**src/rtl/mmm_ctrl_pkg.sv**
```systemverilog
// Shared types and default sizes for the Montgomery multiplier controller
// and the datapath blocks it sequences.
package mmm_ctrl_pkg;

    // Default operand width; also the number of Montgomery iterations.
    localparam int unsigned MmmWidth = 10;
    // Default width of the multiplier bit index (2**MmmIdxW >= MmmWidth).
    localparam int unsigned MmmIdxW  = 4;

    typedef enum logic [2:0] {
        StIdle,
        StClear,
        StIter,
        StCorrect,
        StDone
    } mmm_state_e;

endpackage

```
**src/rtl/mmm_ctrl_if.sv**
```systemverilog
// Handshake and datapath-control bundle between a host, the controller and
// the external R register / adder.
interface mmm_ctrl_if
    import mmm_ctrl_pkg::*;
#(
    parameter int unsigned IDX_W = MmmIdxW
) ();

    logic             en;
    logic             start;
    logic             abort;
    logic             r_ge_m;
    logic             rst_mmm_o;
    logic             ld_r;
    logic             lock;
    logic [IDX_W-1:0] bit_idx;
    logic             busy;
    logic             done;

    // Host side: issues requests and supplies the datapath compare result.
    modport master (
        output en, start, abort, r_ge_m,
        input  rst_mmm_o, ld_r, lock, bit_idx, busy, done
    );

    // Controller side.
    modport slave (
        input  en, start, abort, r_ge_m,
        output rst_mmm_o, ld_r, lock, bit_idx, busy, done
    );

endinterface

```
**src/rtl/mmm_iter_cnt.sv**
```systemverilog
// Iteration counter: synchronous clear, increment enable, saturates at the
// terminal count WIDTH-1 so it can never wrap past the last iteration.
module mmm_iter_cnt
    import mmm_ctrl_pkg::*;
#(
    parameter int unsigned WIDTH = MmmWidth,
    parameter int unsigned IDX_W = MmmIdxW
) (
    input  logic             clk,
    input  logic             rst,
    input  logic             clr,
    input  logic             inc,
    output logic [IDX_W-1:0] cnt,
    output logic             tc
);

    localparam logic [IDX_W-1:0] Last = IDX_W'(WIDTH - 1);

    logic [IDX_W-1:0] cnt_q, cnt_d;

    // Next count: clear wins over increment; hold at the terminal count.
    always_comb begin
        cnt_d = cnt_q;
        if (clr) begin
            cnt_d = '0;
        end else if (inc && !tc) begin
            cnt_d = cnt_q + IDX_W'(1);
        end
    end

    // Count register with synchronous reset.
    always_ff @(posedge clk) begin
        if (rst) begin
            cnt_q <= '0;
        end else begin
            cnt_q <= cnt_d;
        end
    end

    assign cnt = cnt_q;
    assign tc  = (cnt_q == Last);

endmodule

```
**src/rtl/mmm_ctrl.sv**
```systemverilog
// Montgomery modular multiplication sequencer. Drives the clear, load and
// correction-select strobes of an external R register / adder; holds no
// datapath state of its own.
module mmm_ctrl
    import mmm_ctrl_pkg::*;
#(
    parameter int unsigned WIDTH = MmmWidth,
    parameter int unsigned IDX_W = MmmIdxW
) (
    input  logic       clk,
    input  logic       rst,
    mmm_ctrl_if.slave  bus
);

    mmm_state_e       state_q, state_d;
    logic             cnt_clr;
    logic             cnt_inc;
    logic             cnt_tc;
    logic [IDX_W-1:0] cnt;

    // State register; reset overrides en and abort.
    always_ff @(posedge clk) begin
        if (rst) begin
            state_q <= StIdle;
        end else begin
            state_q <= state_d;
        end
    end

    // Next state; nothing moves unless en is high, abort beats everything.
    always_comb begin
        state_d = state_q;
        if (bus.en) begin
            if (bus.abort) begin
                state_d = StIdle;
            end else begin
                unique case (state_q)
                    StIdle:    if (bus.start) state_d = StClear;
                    StClear:   state_d = StIter;
                    StIter:    if (cnt_tc) state_d = StCorrect;
                    StCorrect: state_d = StDone;
                    StDone:    state_d = StIdle;
                    default:   state_d = StIdle;
                endcase
            end
        end
    end

    // Counter control: advance only while staying in ITER, otherwise clear
    // so every non-ITER state (including after abort) shows bit_idx = 0.
    always_comb begin
        cnt_clr = bus.en && (state_d != StIter);
        cnt_inc = bus.en && (state_q == StIter) && (state_d == StIter);
    end

    mmm_iter_cnt #(
        .WIDTH (WIDTH),
        .IDX_W (IDX_W)
    ) u_iter_cnt (
        .clk (clk),
        .rst (rst),
        .clr (cnt_clr),
        .inc (cnt_inc),
        .cnt (cnt),
        .tc  (cnt_tc)
    );

    // Outputs decoded from state; lock is the only path from r_ge_m.
    always_comb begin
        bus.rst_mmm_o = 1'b1;
        bus.ld_r      = 1'b0;
        bus.lock      = 1'b0;
        bus.busy      = (state_q != StIdle);
        bus.done      = 1'b0;
        bus.bit_idx   = cnt;
        unique case (state_q)
            StIdle:    ;
            StClear:   bus.rst_mmm_o = 1'b0;
            StIter:    bus.ld_r = 1'b1;
            StCorrect: begin
                bus.ld_r = 1'b1;
                bus.lock = bus.r_ge_m;
            end
            StDone:    bus.done = 1'b1;
            default:   ;
        endcase
    end

endmodule

```
**src/flat_wrapper.sv**
```systemverilog
// flat-port wrapper written by rule: the top's interface ports become plain ports
module mmm_ctrl_flat import mmm_ctrl_pkg::*;
#(
    parameter int unsigned WIDTH = MmmWidth,
    parameter int unsigned IDX_W = MmmIdxW
)
  (clk, rst, bus_en, bus_start, bus_abort, bus_r_ge_m, bus_rst_mmm_o, bus_ld_r, bus_lock, bus_bit_idx, bus_busy, bus_done);
  mmm_ctrl_if #(.IDX_W(IDX_W)) bus_i ();
  input  logic clk;
  input  logic rst;
  input wire logic [$bits(bus_i.en)-1:0] bus_en;
  input wire logic [$bits(bus_i.start)-1:0] bus_start;
  input wire logic [$bits(bus_i.abort)-1:0] bus_abort;
  input wire logic [$bits(bus_i.r_ge_m)-1:0] bus_r_ge_m;
  output wire logic [$bits(bus_i.rst_mmm_o)-1:0] bus_rst_mmm_o;
  output wire logic [$bits(bus_i.ld_r)-1:0] bus_ld_r;
  output wire logic [$bits(bus_i.lock)-1:0] bus_lock;
  output wire logic [$bits(bus_i.bit_idx)-1:0] bus_bit_idx;
  output wire logic [$bits(bus_i.busy)-1:0] bus_busy;
  output wire logic [$bits(bus_i.done)-1:0] bus_done;
  assign bus_i.en = bus_en;
  assign bus_i.start = bus_start;
  assign bus_i.abort = bus_abort;
  assign bus_i.r_ge_m = bus_r_ge_m;
  assign bus_rst_mmm_o = bus_i.rst_mmm_o;
  assign bus_ld_r = bus_i.ld_r;
  assign bus_lock = bus_i.lock;
  assign bus_bit_idx = bus_i.bit_idx;
  assign bus_busy = bus_i.busy;
  assign bus_done = bus_i.done;
  mmm_ctrl #(.WIDTH(WIDTH), .IDX_W(IDX_W)) u_core (.clk(clk), .rst(rst), .bus(bus_i));
endmodule
```
**config.mk**
```make
export PLATFORM = sky130hd
export DESIGN_NAME = mmm_ctrl_flat
export DESIGN_NICKNAME = d
export VERILOG_FILES = /design/src/rtl/mmm_ctrl_pkg.sv /design/src/rtl/mmm_ctrl_if.sv /design/src/rtl/mmm_iter_cnt.sv /design/src/rtl/mmm_ctrl.sv /design/src/flat_wrapper.sv
export SDC_FILE = /design/constraint.sdc
export NUM_CORES = 1
export LEC_CHECK = 0
export CAP_MARGIN = 20
export CORE_AREA = 4 4 41 43
export DETAILED_ROUTE_END_ITERATION = 10
export DIE_AREA = 0 0 45 47
export GPL_TIMING_DRIVEN = 0
export PLACE_DENSITY = 0.69
export SLEW_MARGIN = 40
export SYNTH_ARGS = -nofsm -noshare
export SYNTH_HDL_FRONTEND = slang
export SYNTH_HIERARCHICAL = 1
export SYNTH_SLANG_ARGS = --single-unit
```
**constraint.sdc**
```tcl
create_clock -name clk -period 2 [get_ports clk]
set_input_delay 0.3 -clock clk [delete_from_list [all_inputs] [get_ports clk]]
set_output_delay 0.3 -clock clk [all_outputs]
set_load 0.03 [all_outputs]
```
# --- Yosys cells after proc, flatten, opt, wreduce, memory -nomap -nowiden ---
# Cells that the tools add are included.
totals:
  register_bits: 7
  latch_bits: 0
  ramBits: 0
  mem_bits_ro: 0
  in_bits: 6
  output_inout_bits: 9
  elab_cells: 28
  mem_count: 0
classes:
  addsub: 1
  multipliers: 0
  div_mod_pow: 0
  n_lt_le_gt_ge: 0
  n_eq_ne: 7
  shifts: 0
  n_mux: 9
  bitwise_logic: 0
  n_reduce_logical: 9
ops:
  columns: ["operator", "count"]
  rows:
  - ["two-way mux 3 bit", 4]
  - ["one-hot mux 3 bit (4 select lines)", 1]
  - ["equality test 3 x 2 -> 1 bit (second input constant)", 3]
  - ["adder 4 x 1 -> 4 bit (second input constant)", 1]
  - ["equality test 4 bit (second input constant)", 1]
  - ["logical AND 1 bit", 4]
  - ["two-way mux 1 bit", 4]
  - ["OR reduction 2 bit", 2]
  - ["equality test 3 x 1 -> 1 bit (second input constant)", 1]
  - ["equality test 3 bit (second input constant)", 1]
  - ["zero test 3 bit", 1]
  - ["!= test 3 x 2 -> 1 bit (second input constant)", 1]
  - ["nonzero test 3 bit", 1]
  - ["zero test 1 bit", 1]

# --- Logic depth before layout (Yosys ltp) ---
depth:
  word_depth: 8
  ltp_mapped: 9

# --- By module ---
# The synthesis kept the hierarchy.
by_module_without_submodules:
  columns: ["mod", "instances", "cells_per_inst", "area_per_inst_um2", "seq_area_each_um2"]
  rows:
  - ["mmm_ctrl", 1, 26, 230.2, 60.1]
  - ["mmm_iter_cnt", 1, 23, 219.0, 80.1]

# --- Worst setup path after synthesis ---
# No wires, ideal clock.
synth_timing:
  path_kind: "register to register"
  start: "register u_core.u_iter_cnt.cnt_q[1], in the netlist u_core/u_iter_cnt/cnt[1]"
  end: "register u_core.u_iter_cnt.cnt_q[0], in the netlist u_core/u_iter_cnt/cnt[0]"
  setup_ns: 0.086
  arrival_ns: 1.964
  t_required_ns: 1.914
  path_slack_ns: -0.050
  path_stages_with_launch: 10
  n_path_buf: 1
  synth_period_minus_slack_ns: 2.050
  cell_sequence: "dfxtp_1 > inv_1 > ha_1 > and3b_1 > buf_6 > nor2_1 > and4b_2 > inv_1 > or3_1 > a211oi_1"
synth_via:
  elab_chain_cells: 8
  elab_cells_between_ends: 12
synth_lines:
  columns: ["item", "line_no", "rtl"]
  rows:
  - ["start, declared", "mmm_iter_cnt.sv:19", "logic [IDX_W-1:0] cnt_q, cnt_d;"]
  - ["start signal, assigned", "mmm_iter_cnt.sv:36", "cnt_q <= cnt_d;"]
  - ["equality test 4 bit", "mmm_iter_cnt.sv:41", "assign tc = (cnt_q == Last);"]
  - ["net u_core.cnt_tc", "mmm_ctrl.sv:18", "logic cnt_tc;"]
  - ["two-way mux 3 bit", "mmm_ctrl.sv:40", "StIter: if (cnt_tc) state_d = StCorrect;"]
  - ["one-hot mux 3 bit (4 select lines)", "mmm_ctrl.sv:37", "unique case (state_q)"]
  - ["two-way mux 3 bit", "mmm_ctrl.sv:34", "if (bus.abort) begin"]
  - ["two-way mux 3 bit", "mmm_ctrl.sv:33", "if (bus.en) begin"]
  - ["equality test 3 x 2 -> 1 bit", "mmm_ctrl.sv:53", "cnt_inc = bus.en && (state_q == StIter) && (state_d == StIter);"]
  - ["logical AND 1 bit", "mmm_ctrl.sv:53", null]
  - ["net u_core.cnt_inc", "mmm_ctrl.sv:17", "logic cnt_inc;"]
  - ["logical AND 1 bit", "mmm_iter_cnt.sv:26", "end else if (inc && !tc) begin"]
# The timed path passes the listed nets, and every way through them passes these cells.
# A chain may end at the register's enable or synchronous reset.

# --- Worst setup path after layout ---
layout_timing:
  start: "register u_core.state_q[2]"
  end: "output port bus_busy"
layout_via:
  elab_chain_cells: 1
layout_lines:
  columns: ["item", "line_no", "rtl"]
  rows:
  - ["start, declared", "mmm_ctrl.sv:15", "mmm_state_e state_q, state_d;"]
  - ["start signal, assigned", "mmm_ctrl.sv:24", "state_q <= StIdle;"]
  - ["start signal, assigned", "mmm_ctrl.sv:26", "state_q <= state_d;"]
  - ["nonzero test 3 bit", "mmm_ctrl.sv:73", "bus.busy = (state_q != StIdle);"]
  - ["end, declared", "flat_wrapper.sv:19", "output wire logic [$bits(bus_i.busy)-1:0] bus_busy;"]
# Every way passes these cells.

==> reports/summary.txt <==
Outcome = finished clean
Synth Flop Type = dfxtp_1
FMAX = 525 MHz
Post-Syn Area = 449 sq um
Vias in the first global route = 394
Drt total wl = 1.05 mm
# setup viols final = 0
Synth Area in XOR/XNOR = 1.95%
Share of the yosys chip area belonging to registers = 31.2%
Routing usage on met1 = 11.2%
GRT overflow = 0
Row count = 13
CP endpoint kind = primary output
Drt pass-1 iters = 4
Max-cap violations = 0
Total Routing Usage GR = 11.1%
I/O pin cnt = 15
Antenna diodes = 0
Clock Latency Late Sink = 0.25 ns
Core area = 1300 sq um
Yosys reg bits = 7
Starting DRT DRC Count = 3
Post-route insts no fill = 83
H-tree levels = 1
Remaining DRCs = 0
CTS tree = yes
Crit path max-delay family = buffers and inverters
Synth Net Count = 57
Synthesis warning total = 6
DIE WIDTH = 45 um
Total power per unit cell area = 477 nW/um^2
NumNets Final = 77
CTS Buffer Depth = 2
Post-synthesis compound-gate area fraction = 18.4%
M2 GR Usage = 18.4%
Adder-cell area share of the yosys netlist = 5.57%
Period Utilization, post-route = 95.3%
Grt peak-use layer = met2
Total number of vias = 424
Setup TNS = 0 ns
Layout cells sized above 1 = 19.1%
Min Hold Slack = 0.518 ns
Final Cell Area = 652 sq um
CP Max Fanout = 8
Met3 usage = 7.66%
TritonCTS buffer count = 3
Syn avg cell area = 9.17 sq um
Crit path max-delay cell type = clkdlybuf4s50_1
Simple-gate share of the synthesized area = 32.9%
Leakage = 0.269 nW
Clock Sink Count = 7
Cell Area, Placed = 609 sq um
Final Slew Violations = 0
Number of port buffers = 14
Least-Margin Pin Slew = 0.366 ns
Relative max-transition margin = 75.5%
Synthesized netlist cell count = 49
Clock Tree Root = clkbuf_4
Routed len/inst = 12.7 um
Number of fill cells = 131
Synth top area cells = dfxtp_1, ha_1, and2b_1
Synth top area share = 31.2%
Ys async rst share = 0%
Final Critical Period = 1.91 ns
Setup crit start kind = flip-flop
Initial antenna violation count = 0
Synth area leader = dfxtp_1
Post-synth EDFFs = 0
Final Wtd Congestion = 0.706
First-pass GRT wire length = 1.63 mm
Routed Antenna Nets = 0
Critical path, cell by cell = or3_1, clkdlybuf4s50_1
Initial Util = 34.5%
Endpoints failing hold = 0
Main combinational cell family by area after synthesis = simple AND/OR/NAND/NOR gates
Multiplexer share of the synthesized area = 5.01%
Hold buffer count at cts = 0
Layout area overhead = 45.1%
Placed Cells = 78
VDD IR max = 303 uV
Largest net degree at the start of global routing = 10
Synth cell types = 28
Clock slew at reported path FFs = 0.05 ns
CP Buf/Inv Count = 1
Die Area = 2120 sq um
Slowest cell delay on critical path = 0.60 ns
Critical path required time = 1.70 ns
Setup Crit Path Kind = reg -> out
Hold WC Path Type = reg -> reg
Die Y = 47 um
Worst EP arrival = 1.61 ns
Clk_skew = 0.00372 ns
Vias per cell = 5.11
-- final cells by class --
cell class	instances	area (sq um)	share of cell area [%]
multi-input combinational	38	292	44.7
inverter	3	11.3	1.73
sequential	7	141	21.7
buffer	1	11.3	1.73
clock buffer	4	26.3	4.03
timing repair buffer	15	151	23.2
tap	15	18.8	2.88
-- worst min-delay path, stage by stage (launching register included) --
cell	delay, ns
dfxtp_1	0.34
nand2_1	0.07
a211oi_1	0.06
-- repair_timing --
action	4_1_cts	5_1_grt
setup buffers	0	1
gates resized for setup	1	4
pin swaps	0	2
endpoints found under the setup margin	1	4
-- path summary, 6_finish.rpt --
| check | cells past startpoint | slack (ns) | endpoint | startpoint |
|---|---|---|---|---|
| max reg2reg | 9 | 0.12 | u_core/u_iter_cnt/cnt[0]$_SDFFE_PP0P_ | u_core/u_iter_cnt/cnt[1]$_SDFFE_PP0P_ |
| min reg2reg | 2 | 0.52 | u_core/u_iter_cnt/cnt[2]$_SDFFE_PP0P_ | u_core/u_iter_cnt/cnt[2]$_SDFFE_PP0P_ |
| min | 2 | 0.52 | u_core/u_iter_cnt/cnt[2]$_SDFFE_PP0P_ | u_core/u_iter_cnt/cnt[2]$_SDFFE_PP0P_ |
| max | 2 | 0.09 | bus_busy | u_core/state_q[2]$_SDFF_PP0_ |
-- logic make-up (layout without fill, tap and decap cells) --
group / count (synthesis) / count (layout)
AND/OR/NAND/NOR: 23 / 23
buffers and inverters: 4 / 23
multiplexers: 2 / 2
AO/OA/AOI/OAI: 10 / 10
flip-flops: 7 / 7
XOR/XNOR: 1 / 1
adder cells (fa/ha/maj): 2 / 2
-- stage by stage --
| step | util, % | power [mW] | setup WS [ns] |
|---|---|---|---|
| floorplan | - | 0.162 | 0.0780 |
| global placement | 46.8 | 0.183 | 0.0597 |
| detailed placement | 46.8 | 0.184 | 0.0413 |
| CTS | 48.8 | 0.318 | 0.0156 |
| global route | 50.1 | 0.331 | -0.00796 |
| finish | 50.1 | 0.311 | 0.0938 |
-- where the power goes --
part	switching [mW]	leakage, nW	total, mW	internal, mW
combinational	0.0185	0.197	0.0378	0.0193
sequential	0.00215	0.0570	0.143	0.141
clock	0.0539	0.0150	0.130	0.0762
-- sequential cells by signal, indices dropped and copies added (netlist names) --
name / cells
u_core/state_q: 3
u_core/u_iter_cnt/cnt: 4
-- layout by cell type, fill, tap and decap left out, types with 2 or more instances in the layout --
cell type	count
ha_1	2
mux2_2	2
clkbuf_4	3
or3_1	3
and2b_1	3
nor2_1	4
inv_1	2
a21oi_1	3
dlymetal6s2s_1	2
dfxtp_1	6
nand2_1	2
clkdlybuf4s50_1	11
-- routing by layer --
layer,wire length (um),vias to the layer above
met5,0,-
met4,0,0
met3,57,0
met2,548,9
met1,447,197
li1,-,218
-- synthesized netlist by cell type (2+ instances only) --
cell / count
dfxtp_1: 7
nor2_1: 4
and2b_1: 3
inv_1: 3
a211oi_1: 2
or3_1: 3
ha_1: 2
a21oi_1: 3
nand2_1: 2
mux2_2: 2
Note: power is estimated with default switching activity, not from simulation.
